**src/rtl/alu_share_arbiter.sv**
```systemverilog
// ----------------------------------------------------------------------------
// alu_share_arbiter
//
// Lets two requesters share one 16-bit ALU. Port 0 (the execute stage) wins
// every conflict. Port 1 (address/debug calculation) wins only when nothing
// else wants the ALU, or when it has been denied WAIT_MAX cycles in a row.
// The grant, the operand mux and the flag-enable are combinational. The ALU
// result is registered and returned to the winning port one cycle later.
//
// Parameters
//   WAIT_MAX   consecutive denials port 1 tolerates before a forced grant (1..15)
//   CNT_W      starvation counter width; 2**CNT_W must exceed WAIT_MAX
//
// Ports
//   clk, rst_n                 clock, asynchronous active-low reset
//   req0/ctrl0/a0/b0/shamt0/setf0   port 0 request and ALU fields
//   req1/ctrl1/a1/b1/shamt1/setf1   port 1 request and ALU fields
//   gnt0, gnt1                 combinational grants (at most one is high)
//   stall0                     port 0 is requesting but was not granted
//   alu_src0/alu_src1/alu_ctrl/alu_shamt/alu_op   drive the ALU instance
//   alu_dst                    result returned by the ALU
//   rsp_valid0, rsp_valid1     one-cycle result pulse to the granted port
//   rsp_data                   registered ALU result (held when idle)
//   starve_cnt                 current port 1 wait count
// ----------------------------------------------------------------------------
module alu_share_arbiter #(
  parameter int unsigned WAIT_MAX = 4,
  parameter int unsigned CNT_W    = 4
) (
  input  logic             clk,
  input  logic             rst_n,

  input  logic             req0,
  input  logic [2:0]       ctrl0,
  input  logic [15:0]      a0,
  input  logic [15:0]      b0,
  input  logic [3:0]       shamt0,
  input  logic             setf0,

  input  logic             req1,
  input  logic [2:0]       ctrl1,
  input  logic [15:0]      a1,
  input  logic [15:0]      b1,
  input  logic [3:0]       shamt1,
  input  logic             setf1,

  output logic             gnt0,
  output logic             gnt1,
  output logic             stall0,

  output logic [15:0]      alu_src0,
  output logic [15:0]      alu_src1,
  output logic [2:0]       alu_ctrl,
  output logic [3:0]       alu_shamt,
  output logic             alu_op,
  input  logic [15:0]      alu_dst,

  output logic             rsp_valid0,
  output logic             rsp_valid1,
  output logic [15:0]      rsp_data,
  output logic [CNT_W-1:0] starve_cnt
);

  localparam logic [CNT_W-1:0] WAIT_MAX_C = CNT_W'(WAIT_MAX);
  localparam logic [CNT_W-1:0] CNT_ONE    = CNT_W'(1);

  logic [CNT_W-1:0] starve_cnt_q;
  logic [CNT_W-1:0] starve_cnt_d;
  logic             rsp_valid0_q;
  logic             rsp_valid1_q;
  logic [15:0]      rsp_data_q;

  logic             force1;
  logic             gnt0_w;
  logic             gnt1_w;

  // --------------------------------------------------------------------------
  // Grant logic. Gating with rst_n keeps both grants low (and hence the ALU
  // idle) for the whole time reset is held, even though requests may be high.
  // --------------------------------------------------------------------------
  assign force1 = req1 & (starve_cnt_q == WAIT_MAX_C);
  assign gnt1_w = rst_n & req1 & (~req0 | force1);
  assign gnt0_w = rst_n & req0 & ~gnt1_w;

  assign gnt0   = gnt0_w;
  assign gnt1   = gnt1_w;
  assign stall0 = req0 & ~gnt0_w;

  // --------------------------------------------------------------------------
  // Operand mux. Idle cycles drive zeros and, importantly, alu_op = 0 so the
  // ALU never updates its flags without a granted requester asking for it.
  // --------------------------------------------------------------------------
  always_comb begin
    alu_src0  = '0;
    alu_src1  = '0;
    alu_ctrl  = '0;
    alu_shamt = '0;
    alu_op    = 1'b0;
    if (gnt0_w) begin
      alu_src0  = a0;
      alu_src1  = b0;
      alu_ctrl  = ctrl0;
      alu_shamt = shamt0;
      alu_op    = setf0;
    end else if (gnt1_w) begin
      alu_src0  = a1;
      alu_src1  = b1;
      alu_ctrl  = ctrl1;
      alu_shamt = shamt1;
      alu_op    = setf1;
    end
  end

  // --------------------------------------------------------------------------
  // Starvation counter: counts consecutive cycles port 1 is requesting but
  // denied. Any grant to port 1, or port 1 going quiet, restarts the count.
  // Saturation is defensive; at WAIT_MAX force1 grants port 1 anyway.
  // --------------------------------------------------------------------------
  always_comb begin
    starve_cnt_d = starve_cnt_q;
    if (gnt1_w || !req1) begin
      starve_cnt_d = '0;
    end else if (starve_cnt_q != WAIT_MAX_C) begin
      starve_cnt_d = starve_cnt_q + CNT_ONE;
    end
  end

  // --------------------------------------------------------------------------
  // State and response registers. The result is captured only in grant
  // cycles so rsp_data holds the last result across idle cycles. Reset
  // clears the valid pulses, so a grant cut short by reset never responds.
  // --------------------------------------------------------------------------
  always_ff @(posedge clk or negedge rst_n) begin
    if (!rst_n) begin
      starve_cnt_q <= '0;
      rsp_valid0_q <= 1'b0;
      rsp_valid1_q <= 1'b0;
      rsp_data_q   <= '0;
    end else begin
      starve_cnt_q <= starve_cnt_d;
      rsp_valid0_q <= gnt0_w;
      rsp_valid1_q <= gnt1_w;
      if (gnt0_w || gnt1_w) begin
        rsp_data_q <= alu_dst;
      end
    end
  end

  assign rsp_valid0 = rsp_valid0_q;
  assign rsp_valid1 = rsp_valid1_q;
  assign rsp_data   = rsp_data_q;
  assign starve_cnt = starve_cnt_q;

endmodule

```
**config.mk**
```make
export PLATFORM = sky130hd
export DESIGN_NAME = alu_share_arbiter
export DESIGN_NICKNAME = d
export VERILOG_FILES = /design/src/rtl/alu_share_arbiter.sv
export SDC_FILE = /design/constraint.sdc
export NUM_CORES = 1
export LEC_CHECK = 0
export CAP_MARGIN = 20
export CORE_UTILIZATION = 27
export DETAILED_ROUTE_END_ITERATION = 8
export PLACE_DENSITY_LB_ADDON = 0.2
export SETUP_SLACK_MARGIN = 0.5
export SLEW_MARGIN = 25
export SYNTH_ARGS = -nofsm -noshare
export SYNTH_HDL_FRONTEND = slang
export SYNTH_SLANG_ARGS = --single-unit
```
**constraint.sdc**
```tcl
create_clock -name clk -period 2 [get_ports clk]
set_clock_uncertainty 0.15 [all_clocks]
set_input_delay 0.3 -clock clk [delete_from_list [all_inputs] [get_ports clk]]
set_output_delay 0.3 -clock clk [all_outputs]
set_load 0.05 [all_outputs]
```
==> flow_summary.json <==
{
  "synth_top_family_by_area": "compound AO/OA/AOI/OAI gates",
  "top_layer_used": "met4",
  "grt_pass1_wl_um": 10500,
  "finalSetupTns_ns": -11.58,
  "nets": 403,
  "synthFlopType": "dfrtp_1",
  "grt_pass1_vias": 2079,
  "drtIter0Drc": 55,
  "wl_per_cell_um": 21.1,
  "swShare": 0.388,
  "grt_max_degree": 27,
  "drt_wl_total_um": 7740,
  "grt_antenna_before_repair": 0,
  "wl_met1_um": 2520,
  "tightest_slew_ns": 0.312,
  "met2WireLength_um": 4300,
  "hold_viol": 0,
  "violations": "negative setup slack",
  "ys_top_cells_by_area": "dfrtp_1 40%, a22o_1 25%, mux2_2 13%, buf_6 7.3%, a21oi_4 2.3%",
  "cts.sinks": 22,
  "clock_latency_ns": 0.26,
  "synthArstFlopShare": 1.00,
  "intPower_uw": 1330,
  "placedCellCount": 347,
  "synth.top_cell.area_share": 0.397,
  "cp-start-kind": "register",
  "synth_top_area_cell": "dfrtp_1",
  "fmax_mhz": 432,
  "crit_required_ns": 1.55,
  "ant_nets": 0,
  "leakagePower_uw": 0.00189,
  "layout-drive-gt1-share": 0.567,
  "io_pins": 165,
  "routed_via_density": 5.03,
  "synth_xor_area_frac": 0.0126,
  "syn_nets": 213,
  "most-common-layout-cells": "97 x clkdlybuf4s50_1, 48 x buf_12, 39 x a22o_4",
  "cts_buffers": 3,
  "place_area_um2": 3920,
  "yosys_warnings": 0,
  "grt-ovfl-total": 0,
  "instances_no_fill": 367,
  "synth-simple-area-share": 0.0515,
  "crit_path_max_fanout": 13,
  "worstPathArrival_ns": 1.86,
  "chipHeight_um": 73.6,
  "wl_met3_um": 619,
  "start_util": 0.288,
  "synth_fa_ha_area_frac": 0.0181,
  "maxSlewViolCount": 0,
  "endpoint_kind": "output pin",
  "die_x_um": 73.6,
  "cts_tree": "built",
  "globalplace.congestion": 0.766,
  "drtPass1Iterations": 4,
  "layout_worst_path_cycle_share": 1.16,
  "synthMuxAreaShare": 0.145,
  "synth_edf_count": 0,
  "ys_types": 20,
  "path_class": "register to output pin",
  "clkPwrFrac": 0.130,
  "maxCapViolations": 0,
  "slew_headroom": 0.793,
  "num_antenna_cells": 0,
  "core_area_um2": 4820,
  "grtUsageTotal": 0.263,
  "clock_path_buffers": 2,
  "route.detailed.drc": 0,
  "portBuffers": 164,
  "rows": 25,
  "fin_area_um2": 4300,
  "syn_to_final_growth_pct": 210,
  "min_path_type": "input port to async pin",
  "powerDensity_nw_per_um2": 506,
  "final_common_cell": "clkdlybuf4s50_1",
  "vias": 1845,
  "post-route-worst-setup-slack_ns": -0.313,
  "synth_compound_area_frac": 0.294,
  "power_frac_seq": 0.242,
  "clk_pin_slew_ns": 0.09,
  "h-tree-depth": 1,
  "ir_drop_v": 0.000293,
  "status": "finished with violations",
  "netlist_instances": 111,
  "synth_seq_area_share": 0.397,
  "die_area_um2": 5420,
  "netSwitchingPower_uw": 844,
  "grt_setup_unrepaired": "yes",
  "cts-root-buf": "clkbuf_8",
  "period_needed_ns": 2.31,
  "post-dp-hpwl_um": 5340,
  "comb_power_share": 0.628,
  "syn-cell-area_um2": 1390,
  "pre_cts_ws_ns": -0.189,
  "finalSetupViolations": 43,
  "avgSynthCellArea_um2": 12.5,
  "synth-seq-cells": 22
}
state kept, by name (all words and copies together) (netlist names):
signal      flops
starve_cnt      4
rsp_data       16
rsp_valid0      1
rsp_valid1      1
per-stage QoR:
step           hold slack [ns]   util  total power [µW]
2_1_floorplan           -0.146      -              1170
3_3_place_gp             0.335  0.814              1790
3_5_place_dp             0.341  0.814              1810
4_1_cts                 0.0520  0.874              2130
5_1_grt                  0.108  0.892              2240
6_report                0.0841  0.892              2170
final timing paths:
check / cells after the start / slack [ns] / end / start
max: 8 / -0.31 / alu_src0[15] / starve_cnt[0]$_DFFE_PN0P_
min: 2 / 0.08 / rsp_data[7]$_DFFE_PN0P_ / rst_n
max reg2reg: 8 / 0.30 / starve_cnt[3]$_DFFE_PN0P_ / starve_cnt[0]$_DFFE_PN0P_
min reg2reg: 1 / 0.36 / rsp_data[13]$_DFFE_PN0P_ / rsp_data[13]$_DFFE_PN0P_
max in group asynchronous: 2 / 1.34 / rsp_data[14]$_DFFE_PN0P_ / rst_n
min in group clk: 1 / 0.36 / rsp_data[13]$_DFFE_PN0P_ / rsp_data[13]$_DFFE_PN0P_
final cells by class:
cell class | instances | area [µm²]
multi-input combinational | 77 | 1120
tap | 67 | 83.8
timing repair buffer | 194 | 2480
sequential | 22 | 553
fill | 213 | 522
clock buffer | 4 | 45.0
inverter | 3 | 11.3
cells by family (layout without fill, tap and decap cells):
group | Yosys count | in the layout
compound gates | 45 | 45
fa+ha+maj | 2 | 2
flops | 22 | 22
xor+xnor | 2 | 2
buf+inv | 12 | 201
mux | 18 | 18
simple gates | 10 | 10
critical path, stage by stage, from the launching register on:
cell	delay (ns)
dfrtp_2	0.42
inv_2	0.09
ha_4	0.16
nand3b_4	0.10
a21oi_4	0.20
buf_4	0.16
buf_12	0.14
a22o_2	0.18
buf_12	0.13
power groups by stage:
stage	registers [µW]	clock network, µW	logic [µW]
detailed placement	531	0	1280
finish	527	282	1360
CTS	523	281	1330
global route	532	297	1410
global placement	526	0	1260
floorplan	712	0	462
metal layers:
layer | track usage | vias to the layer above
li1 | - | 823
met1 | 0.264 | 883
met2 | 0.514 | 117
met3 | 0.0604 | 22
met4 | 0.105 | 0
met5 | 0 | -
synth_stat cells (2+ instances only):
| library cell | number |
|---|---|
| a21oi_4 | 2 |
| a22o_1 | 39 |
| buf_6 | 9 |
| dfrtp_1 | 22 |
| ha_1 | 2 |
| inv_1 | 3 |
| mux2_2 | 16 |
| mux2i_1 | 2 |
| nand2_1 | 2 |
| nor3_1 | 3 |
| xnor2_1 | 2 |
repair_timing:
action,4_1_cts,5_1_grt
gates cloned,3,2
resized for setup,73,7
hold buffers,0,0
setup buffers,6,5
pin swaps,6,1
setup endpoints to repair,80,67
No activity file was read; power rests on OpenSTA's default activity.
